--- config.mk ---
export PLATFORM = sky130hd
export DESIGN_NAME = id_ex_pipe_flat
export DESIGN_NICKNAME = d
export VERILOG_FILES = /design/src/rtl/id_ex_pipe_if.sv /design/src/rtl/id_ex_pipe.sv /design/src/flat_wrapper.sv
export SDC_FILE = /design/constraint.sdc
export NUM_CORES = 1
export LEC_CHECK = 0
export BUFFER_PORTS_ARGS = -buffer_cell sky130_fd_sc_hd__buf_2
export CAP_MARGIN = 5
export CELL_PAD_IN_SITES_DETAIL_PLACEMENT = 1
export CELL_PAD_IN_SITES_GLOBAL_PLACEMENT = 2
export CORE_MARGIN = 10
export CORE_UTILIZATION = 31
export CTS_BUF_LIST = sky130_fd_sc_hd__clkbuf_2 sky130_fd_sc_hd__clkbuf_4 sky130_fd_sc_hd__clkbuf_8
export CTS_CLUSTER_SIZE = 20
export DETAILED_ROUTE_END_ITERATION = 6
export GPL_TIMING_DRIVEN = 0
export PLACE_DENSITY = 0.93
export SLEW_MARGIN = 20
export SYNTH_ARGS = -nofsm -noshare
export SYNTH_HDL_FRONTEND = slang
export SYNTH_SLANG_ARGS = --single-unit
export TNS_END_PERCENT = 50
--- constraint.sdc ---
create_clock -name clk -period 4.25 [get_ports clk]
set_input_delay 0 -clock clk [delete_from_list [all_inputs] [get_ports clk]]
set_output_delay 0 -clock clk [all_outputs]
set_load 0.005 [all_outputs]
--- src/rtl/id_ex_pipe_if.sv ---
// ID/EX bus: decoded operands and controls from ID, registered copies toward EX.
interface id_ex_pipe_if #(
  parameter int unsigned XLEN  = 32,
  parameter int unsigned RFIDX = 5
);
  logic             id_valid;
  logic [XLEN-1:0]  id_pc, id_rd1, id_rd2, id_imm;
  logic [RFIDX-1:0] id_rs1, id_rs2, id_rd;
  logic             id_use_rs1, id_use_rs2;
  logic [3:0]       id_aluctrl;
  logic [2:0]       id_aluctrl1;
  logic [1:0]       id_alusrca;
  logic             id_alusrcb;
  logic             id_memwrite, id_lunsigned, id_memtoreg, id_regwrite, id_j, id_btype;
  logic [1:0]       id_lwhb, id_swhb;

  logic             ex_valid;
  logic [XLEN-1:0]  ex_pc, ex_rd1, ex_rd2, ex_imm;
  logic [RFIDX-1:0] ex_rs1, ex_rs2, ex_rd;
  logic             ex_use_rs1, ex_use_rs2;
  logic [3:0]       ex_aluctrl;
  logic [2:0]       ex_aluctrl1;
  logic [1:0]       ex_alusrca;
  logic             ex_alusrcb;
  logic             ex_memwrite, ex_lunsigned, ex_memtoreg, ex_regwrite, ex_j, ex_btype;
  logic [1:0]       ex_lwhb, ex_swhb;

  modport master (
    output id_valid, id_pc, id_rd1, id_rd2, id_imm, id_rs1, id_rs2, id_rd,
           id_use_rs1, id_use_rs2, id_aluctrl, id_aluctrl1, id_alusrca, id_alusrcb,
           id_memwrite, id_lunsigned, id_memtoreg, id_regwrite, id_j, id_btype,
           id_lwhb, id_swhb,
    input  ex_valid, ex_pc, ex_rd1, ex_rd2, ex_imm, ex_rs1, ex_rs2, ex_rd,
           ex_use_rs1, ex_use_rs2, ex_aluctrl, ex_aluctrl1, ex_alusrca, ex_alusrcb,
           ex_memwrite, ex_lunsigned, ex_memtoreg, ex_regwrite, ex_j, ex_btype,
           ex_lwhb, ex_swhb
  );

  modport slave (
    input  id_valid, id_pc, id_rd1, id_rd2, id_imm, id_rs1, id_rs2, id_rd,
           id_use_rs1, id_use_rs2, id_aluctrl, id_aluctrl1, id_alusrca, id_alusrcb,
           id_memwrite, id_lunsigned, id_memtoreg, id_regwrite, id_j, id_btype,
           id_lwhb, id_swhb,
    output ex_valid, ex_pc, ex_rd1, ex_rd2, ex_imm, ex_rs1, ex_rs2, ex_rd,
           ex_use_rs1, ex_use_rs2, ex_aluctrl, ex_aluctrl1, ex_alusrca, ex_alusrcb,
           ex_memwrite, ex_lunsigned, ex_memtoreg, ex_regwrite, ex_j, ex_btype,
           ex_lwhb, ex_swhb
  );
endinterface

--- src/rtl/id_ex_pipe.sv ---
// ID/EX pipeline register with load-use hazard detection, flush/stall bubbles,
// downstream hold and a saturating bubble counter.
module id_ex_pipe #(
  parameter int unsigned XLEN  = 32,
  parameter int unsigned RFIDX = 5,
  parameter int unsigned CNTW  = 16
) (
  input  logic            clk,
  input  logic            reset,
  input  logic            hold_i,
  input  logic            flush_i,
  output logic            stall_o,
  output logic [CNTW-1:0] bubble_cnt,
  id_ex_pipe_if.slave     bus
);

  localparam logic [CNTW-1:0] CNT_MAX = '1;

  typedef struct packed {
    logic             valid;
    logic [XLEN-1:0]  pc, rd1, rd2, imm;
    logic [RFIDX-1:0] rs1, rs2, rd;
    logic             use_rs1, use_rs2;
    logic [3:0]       aluctrl;
    logic [2:0]       aluctrl1;
    logic [1:0]       alusrca;
    logic             alusrcb;
    logic             memwrite, lunsigned, memtoreg, regwrite, j, btype;
    logic [1:0]       lwhb, swhb;
  } stage_t;

  stage_t          id_b;
  stage_t          ex_q;
  logic [CNTW-1:0] cnt_q;
  logic            bubble;

  // Gather the ID-side bundle
  always_comb begin
    id_b           = '0;
    id_b.valid     = bus.id_valid;
    id_b.pc        = bus.id_pc;
    id_b.rd1       = bus.id_rd1;
    id_b.rd2       = bus.id_rd2;
    id_b.imm       = bus.id_imm;
    id_b.rs1       = bus.id_rs1;
    id_b.rs2       = bus.id_rs2;
    id_b.rd        = bus.id_rd;
    id_b.use_rs1   = bus.id_use_rs1;
    id_b.use_rs2   = bus.id_use_rs2;
    id_b.aluctrl   = bus.id_aluctrl;
    id_b.aluctrl1  = bus.id_aluctrl1;
    id_b.alusrca   = bus.id_alusrca;
    id_b.alusrcb   = bus.id_alusrcb;
    id_b.memwrite  = bus.id_memwrite;
    id_b.lunsigned = bus.id_lunsigned;
    id_b.memtoreg  = bus.id_memtoreg;
    id_b.regwrite  = bus.id_regwrite;
    id_b.j         = bus.id_j;
    id_b.btype     = bus.id_btype;
    id_b.lwhb      = bus.id_lwhb;
    id_b.swhb      = bus.id_swhb;
  end

  // Load-use hazard: a load in EX whose destination the ID instruction reads; x0 never stalls
  always_comb begin
    stall_o = bus.id_valid & ex_q.valid & ex_q.memtoreg & (ex_q.rd != '0) &
              ((bus.id_use_rs1 & (bus.id_rs1 == ex_q.rd)) |
               (bus.id_use_rs2 & (bus.id_rs2 == ex_q.rd)));
    bubble  = flush_i | stall_o;
  end

  always_ff @(posedge clk or negedge reset) begin
    if (!reset) begin
      ex_q  <= '0;
      cnt_q <= '0;
    end else if (!hold_i) begin
      if (bubble) begin
        ex_q <= '0;
        if (cnt_q != CNT_MAX) cnt_q <= cnt_q + CNTW'(1);
      end else begin
        ex_q <= id_b;
      end
    end
  end

  assign bubble_cnt       = cnt_q;
  assign bus.ex_valid     = ex_q.valid;
  assign bus.ex_pc        = ex_q.pc;
  assign bus.ex_rd1       = ex_q.rd1;
  assign bus.ex_rd2       = ex_q.rd2;
  assign bus.ex_imm       = ex_q.imm;
  assign bus.ex_rs1       = ex_q.rs1;
  assign bus.ex_rs2       = ex_q.rs2;
  assign bus.ex_rd        = ex_q.rd;
  assign bus.ex_use_rs1   = ex_q.use_rs1;
  assign bus.ex_use_rs2   = ex_q.use_rs2;
  assign bus.ex_aluctrl   = ex_q.aluctrl;
  assign bus.ex_aluctrl1  = ex_q.aluctrl1;
  assign bus.ex_alusrca   = ex_q.alusrca;
  assign bus.ex_alusrcb   = ex_q.alusrcb;
  assign bus.ex_memwrite  = ex_q.memwrite;
  assign bus.ex_lunsigned = ex_q.lunsigned;
  assign bus.ex_memtoreg  = ex_q.memtoreg;
  assign bus.ex_regwrite  = ex_q.regwrite;
  assign bus.ex_j         = ex_q.j;
  assign bus.ex_btype     = ex_q.btype;
  assign bus.ex_lwhb      = ex_q.lwhb;
  assign bus.ex_swhb      = ex_q.swhb;

endmodule

--- src/flat_wrapper.sv ---
// flat-port wrapper written by rule: the top's interface ports become plain ports
module id_ex_pipe_flat 
#(
  parameter int unsigned XLEN  = 32,
  parameter int unsigned RFIDX = 5,
  parameter int unsigned CNTW  = 16
)
  (clk, reset, hold_i, flush_i, stall_o, bubble_cnt, bus_id_valid, bus_id_pc, bus_id_rd1, bus_id_rd2, bus_id_imm, bus_id_rs1, bus_id_rs2, bus_id_rd, bus_id_use_rs1, bus_id_use_rs2, bus_id_aluctrl, bus_id_aluctrl1, bus_id_alusrca, bus_id_alusrcb, bus_id_memwrite, bus_id_lunsigned, bus_id_memtoreg, bus_id_regwrite, bus_id_j, bus_id_btype, bus_id_lwhb, bus_id_swhb, bus_ex_valid, bus_ex_pc, bus_ex_rd1, bus_ex_rd2, bus_ex_imm, bus_ex_rs1, bus_ex_rs2, bus_ex_rd, bus_ex_use_rs1, bus_ex_use_rs2, bus_ex_aluctrl, bus_ex_aluctrl1, bus_ex_alusrca, bus_ex_alusrcb, bus_ex_memwrite, bus_ex_lunsigned, bus_ex_memtoreg, bus_ex_regwrite, bus_ex_j, bus_ex_btype, bus_ex_lwhb, bus_ex_swhb);
  id_ex_pipe_if #(.XLEN(XLEN), .RFIDX(RFIDX)) bus_i ();
  input  logic clk;
  input  logic reset;
  input  logic hold_i;
  input  logic flush_i;
  output logic stall_o;
  output logic [CNTW-1:0] bubble_cnt;
  input wire logic [$bits(bus_i.id_valid)-1:0] bus_id_valid;
  input wire logic [$bits(bus_i.id_pc)-1:0] bus_id_pc;
  input wire logic [$bits(bus_i.id_rd1)-1:0] bus_id_rd1;
  input wire logic [$bits(bus_i.id_rd2)-1:0] bus_id_rd2;
  input wire logic [$bits(bus_i.id_imm)-1:0] bus_id_imm;
  input wire logic [$bits(bus_i.id_rs1)-1:0] bus_id_rs1;
  input wire logic [$bits(bus_i.id_rs2)-1:0] bus_id_rs2;
  input wire logic [$bits(bus_i.id_rd)-1:0] bus_id_rd;
  input wire logic [$bits(bus_i.id_use_rs1)-1:0] bus_id_use_rs1;
  input wire logic [$bits(bus_i.id_use_rs2)-1:0] bus_id_use_rs2;
  input wire logic [$bits(bus_i.id_aluctrl)-1:0] bus_id_aluctrl;
  input wire logic [$bits(bus_i.id_aluctrl1)-1:0] bus_id_aluctrl1;
  input wire logic [$bits(bus_i.id_alusrca)-1:0] bus_id_alusrca;
  input wire logic [$bits(bus_i.id_alusrcb)-1:0] bus_id_alusrcb;
  input wire logic [$bits(bus_i.id_memwrite)-1:0] bus_id_memwrite;
  input wire logic [$bits(bus_i.id_lunsigned)-1:0] bus_id_lunsigned;
  input wire logic [$bits(bus_i.id_memtoreg)-1:0] bus_id_memtoreg;
  input wire logic [$bits(bus_i.id_regwrite)-1:0] bus_id_regwrite;
  input wire logic [$bits(bus_i.id_j)-1:0] bus_id_j;
  input wire logic [$bits(bus_i.id_btype)-1:0] bus_id_btype;
  input wire logic [$bits(bus_i.id_lwhb)-1:0] bus_id_lwhb;
  input wire logic [$bits(bus_i.id_swhb)-1:0] bus_id_swhb;
  output wire logic [$bits(bus_i.ex_valid)-1:0] bus_ex_valid;
  output wire logic [$bits(bus_i.ex_pc)-1:0] bus_ex_pc;
  output wire logic [$bits(bus_i.ex_rd1)-1:0] bus_ex_rd1;
  output wire logic [$bits(bus_i.ex_rd2)-1:0] bus_ex_rd2;
  output wire logic [$bits(bus_i.ex_imm)-1:0] bus_ex_imm;
  output wire logic [$bits(bus_i.ex_rs1)-1:0] bus_ex_rs1;
  output wire logic [$bits(bus_i.ex_rs2)-1:0] bus_ex_rs2;
  output wire logic [$bits(bus_i.ex_rd)-1:0] bus_ex_rd;
  output wire logic [$bits(bus_i.ex_use_rs1)-1:0] bus_ex_use_rs1;
  output wire logic [$bits(bus_i.ex_use_rs2)-1:0] bus_ex_use_rs2;
  output wire logic [$bits(bus_i.ex_aluctrl)-1:0] bus_ex_aluctrl;
  output wire logic [$bits(bus_i.ex_aluctrl1)-1:0] bus_ex_aluctrl1;
  output wire logic [$bits(bus_i.ex_alusrca)-1:0] bus_ex_alusrca;
  output wire logic [$bits(bus_i.ex_alusrcb)-1:0] bus_ex_alusrcb;
  output wire logic [$bits(bus_i.ex_memwrite)-1:0] bus_ex_memwrite;
  output wire logic [$bits(bus_i.ex_lunsigned)-1:0] bus_ex_lunsigned;
  output wire logic [$bits(bus_i.ex_memtoreg)-1:0] bus_ex_memtoreg;
  output wire logic [$bits(bus_i.ex_regwrite)-1:0] bus_ex_regwrite;
  output wire logic [$bits(bus_i.ex_j)-1:0] bus_ex_j;
  output wire logic [$bits(bus_i.ex_btype)-1:0] bus_ex_btype;
  output wire logic [$bits(bus_i.ex_lwhb)-1:0] bus_ex_lwhb;
  output wire logic [$bits(bus_i.ex_swhb)-1:0] bus_ex_swhb;
  assign bus_i.id_valid = bus_id_valid;
  assign bus_i.id_pc = bus_id_pc;
  assign bus_i.id_rd1 = bus_id_rd1;
  assign bus_i.id_rd2 = bus_id_rd2;
  assign bus_i.id_imm = bus_id_imm;
  assign bus_i.id_rs1 = bus_id_rs1;
  assign bus_i.id_rs2 = bus_id_rs2;
  assign bus_i.id_rd = bus_id_rd;
  assign bus_i.id_use_rs1 = bus_id_use_rs1;
  assign bus_i.id_use_rs2 = bus_id_use_rs2;
  assign bus_i.id_aluctrl = bus_id_aluctrl;
  assign bus_i.id_aluctrl1 = bus_id_aluctrl1;
  assign bus_i.id_alusrca = bus_id_alusrca;
  assign bus_i.id_alusrcb = bus_id_alusrcb;
  assign bus_i.id_memwrite = bus_id_memwrite;
  assign bus_i.id_lunsigned = bus_id_lunsigned;
  assign bus_i.id_memtoreg = bus_id_memtoreg;
  assign bus_i.id_regwrite = bus_id_regwrite;
  assign bus_i.id_j = bus_id_j;
  assign bus_i.id_btype = bus_id_btype;
  assign bus_i.id_lwhb = bus_id_lwhb;
  assign bus_i.id_swhb = bus_id_swhb;
  assign bus_ex_valid = bus_i.ex_valid;
  assign bus_ex_pc = bus_i.ex_pc;
  assign bus_ex_rd1 = bus_i.ex_rd1;
  assign bus_ex_rd2 = bus_i.ex_rd2;
  assign bus_ex_imm = bus_i.ex_imm;
  assign bus_ex_rs1 = bus_i.ex_rs1;
  assign bus_ex_rs2 = bus_i.ex_rs2;
  assign bus_ex_rd = bus_i.ex_rd;
  assign bus_ex_use_rs1 = bus_i.ex_use_rs1;
  assign bus_ex_use_rs2 = bus_i.ex_use_rs2;
  assign bus_ex_aluctrl = bus_i.ex_aluctrl;
  assign bus_ex_aluctrl1 = bus_i.ex_aluctrl1;
  assign bus_ex_alusrca = bus_i.ex_alusrca;
  assign bus_ex_alusrcb = bus_i.ex_alusrcb;
  assign bus_ex_memwrite = bus_i.ex_memwrite;
  assign bus_ex_lunsigned = bus_i.ex_lunsigned;
  assign bus_ex_memtoreg = bus_i.ex_memtoreg;
  assign bus_ex_regwrite = bus_i.ex_regwrite;
  assign bus_ex_j = bus_i.ex_j;
  assign bus_ex_btype = bus_i.ex_btype;
  assign bus_ex_lwhb = bus_i.ex_lwhb;
  assign bus_ex_swhb = bus_i.ex_swhb;
  id_ex_pipe #(.XLEN(XLEN), .RFIDX(RFIDX), .CNTW(CNTW)) u_core (.clk(clk), .reset(reset), .hold_i(hold_i), .flush_i(flush_i), .stall_o(stall_o), .bubble_cnt(bubble_cnt), .bus(bus_i));
endmodule
==> summary.md <==
| Metric | Value |
|---|---|
| CTS Buffer Depth | 2 |
| Placer Congestion | 0.774 |
| Register share of total power | 49.4% |
| CTS tree | built |
| Total track usage | 21.0% |
| Met3 usage | 6.58% |
| Unrepaired setup endpoints after global routing | false |
| # fillers | 2276 |
| Floorplan Core Area | 21200 um2 |
| Final Hold Viols | 0 |
| Iteration-0 DRC count of the detailed router | 351 |
| Final Cycle Share | 57.4% |
| Post-layout util | 52.0% |
| Most frequent cells after synthesis | 182 x dfrtp_1, 166 x a22o_1, 20 x clkbuf_1 |
| Sw Share | 28.2% |
| Synthesis-to-layout area growth | 63.4% |
| Nets | 1170 |
| Yosys top cell area share | 67.7% |
| Max-cap violations | 0 |
| Min-delay worst type | in -> reg |
| Worst VDD drop | 0.000197 V |
| CTS sink cnt | 182 |
| Crit path DAT | 2.76 ns |
| Yosys cell types | 26 |
| Num ports | 353 |
| Vias in the first global route | 7443 |
| Critical path endpoint category | flip-flop |
| Post-CTS Repair Setup Buffers | 0 |
| Max Transition Viols Final | 0 |
| Mapped Area | 6730 um2 |
| Pin count of the biggest net entering global routing | 96 |
| Global route hottest layer | met2 |
| GR Layer Usage met2 | 38.8% |
| Internal | 2.93 mW |
| Root Driver | clkbuf_8 |
| GR Overflow Total | 0 |
| Fmax | 0.410 GHz |
| Die width | 167 um |
| Syn Nets | 632 |
| Die area | 28000 um2 |
| Startpoint Class | flip-flop |
| Worst-case clock skew | 0.0225 ns |
| Routed Antenna Nets | 0 |
| Share of layout cells above drive strength 1 | 40.0% |
| Initial DRT Pass Iterations | 4 |
| Setup_tns | 0 ns |
| Num CTS Buffers | 17 |
| Via density | 4.95 |
| Via count | 6415 |
| PortBufs | 351 |
| Die H | 167 um |
| Async S/R FF share, synth | 100% |
| H-tree depth | 4 |
| Cell with the most instances after synthesis | dfrtp_1 |
| Worst-path fanout max | 10 |
| CTS clock-pin slew for the worst setup and hold paths | 0.11 ns |
| Clock power share | 32.2% |
| Worst Setup Path Type | reg -> reg |
| Clk_lat worst skew | 0.46 ns |
| Tmin final | 2.44 ns |
| Leakage | 5.80 nW |
| Synth area leader | dfrtp_1 |
| Total power draw | 4.08 mW |
| WL/cell | 23.6 um |
| Seq/Total Area, Yosys | 67.7% |
| Final wirelength | 30600 um |
| Req. time, crit path | 4.58 ns |
| GR Util met1 | 21.5% |
| Net Switching | 1.15 mW |
| Synthesized area per cell | 14.6 um2 |
| Combinational power share | 18.4% |
| Initial Utilization | 31.8% |
| Drt drc | 0 |
| Final HPWL DP | 19700 um |
| Synth top area cells | dfrtp_1 68%, a22o_1 22%, xor2_1 1.8% |
| Status | completed |
| Final setup viols | 0 |
| Initial antenna violation count | 8 |
| Synth Flop Type | dfrtp_1 |
| Synth Instances | 461 |
| Warnings, synthesis | 0 |
| Post-synth EDFFs | 0 |
| Num rows | 53 |
| Yosys reg bits | 182 |
| Cell Pwr Density | 371 nW/um2 |
| First-pass GRT wire length | 46300 um |
| Worst rel slew slack | 49.4% |
| Worst slew pin tran | 0.759 ns |
[layout by cell type, fill, tap and decap left out, types with 6 or more instances in the layout]
master         netlist  routed
a22o_1             166     166
buf_2                4     354
buf_4               15      15
clkbuf_1            20      20
clkbuf_8             0      19
dfrtp_1            182     182
diode_2              0       8
dlygate4sd3_1        0     167
nand2_1              7       7
nand3_1              6       6
nor3_1               8       8
xnor2_1             11      11
xor2_1              14      14
[cells by family (layout without fill, tap and decap cells)]
family / after synthesis / count (layout) / synth area share (%)
fa+ha+maj: 1 / 1 / 0.186
simple gates: 40 / 40 / 3.35
buf+inv: 42 / 593 / 3.26
compound gates: 170 / 170 / 22.1
mux: 1 / 1 / 0.167
other cells: 0 / 8 / 0
flops: 182 / 182 / 67.7
xor+xnor: 25 / 25 / 3.26
[through the flow]
stage	hold slack [ns]	setup WS, ns	instance area [um2]	cells
final	0.0983	1.81	11000	1295
after global routing	0.131	1.60	11000	1295
after CTS	0.0676	1.79	11000	1287
after detailed placement	0.0776	1.81	8860	1088
after global placement	0.216	0.243	8830	1087
after floorplan	-0.296	2.19	6730	461
[power by group through the flow]
stage | sequential, mW | combinational [mW] | clock, mW
after global placement | 2.03 | 0.590 | 0
after floorplan | 2.04 | 0.220 | 0
after CTS | 2.01 | 0.743 | 1.34
after global routing | 2.04 | 0.813 | 1.41
final | 2.02 | 0.751 | 1.31
after detailed placement | 2.04 | 0.616 | 0
[final timing paths]
| kind | from | to | slack, ns | cells after the start |
|---|---|---|---|---|
| max in group asynchronous | reset | u_core.bus.ex_rd1[0]$_DFFE_PN0N_ | 3.18 | 3 |
| hold reg to reg | u_core.bubble_cnt[10]$_DFFE_PN0P_ | u_core.bubble_cnt[10]$_DFFE_PN0P_ | 0.49 | 1 |
| setup / recovery | u_core.bus.ex_rd[0]$_DFFE_PN0N_ | u_core.bubble_cnt[13]$_DFFE_PN0P_ | 1.81 | 7 |
| hold / removal | flush_i | u_core.bubble_cnt[0]$_DFFE_PN0P_ | 0.1 | 4 |
| min in group asynchronous | reset | u_core.bubble_cnt[7]$_DFFE_PN0P_ | 0.11 | 2 |
| setup reg to reg | u_core.bus.ex_rd[0]$_DFFE_PN0N_ | u_core.bubble_cnt[13]$_DFFE_PN0P_ | 1.81 | 7 |
[cell type report]
cell class | instances | area, um2 | share of cell area [%]
Sequential cell | 182 | 4550 | 41.4
Timing Repair Buffer | 519 | 3470 | 31.5
Multi-Input combinational cell | 237 | 1950 | 17.8
Tap cell | 275 | 344 | 3.13
Clock buffer | 21 | 277 | 2.52
Buffer | 39 | 208 | 1.89
Clock inverter | 11 | 160 | 1.46
Antenna cell | 8 | 20.0 | 0.182
Inverter | 3 | 11.3 | 0.102
[repair_timing]
item	CTS	global route
hold endpoints to repair	260	0
resized for setup	0	0
hold buffers	167	0
[critical path, stage by stage, from the launching register on]
cell,delay [ns]
dfrtp_1,0.46
or4_1,0.56
o2111ai_1,0.20
inv_1,0.07
a21oi_1,0.43
buf_2,0.32
nor3_1,0.10
xor2_1,0.16
[sequential cells by signal (all words and copies together), names as in the netlist, 3 cells and up]
name                    flops
u_core.bus.ex_pc           32
u_core.bus.ex_imm          32
u_core.bubble_cnt          16
u_core.bus.ex_rd2          32
u_core.bus.ex_rs2           5
u_core.bus.ex_aluctrl       4
u_core.bus.ex_rd1          32
u_core.bus.ex_rs1           5
u_core.bus.ex_aluctrl1      3
u_core.bus.ex_rd            5
[metal layers]
layer	up-vias	share of wire, %
li1	2833	-
met1	3278	36
met2	257	55
met3	47	6.6
met4	0	2.5
met5	-	0
Power figures use the tool's default switching activity.
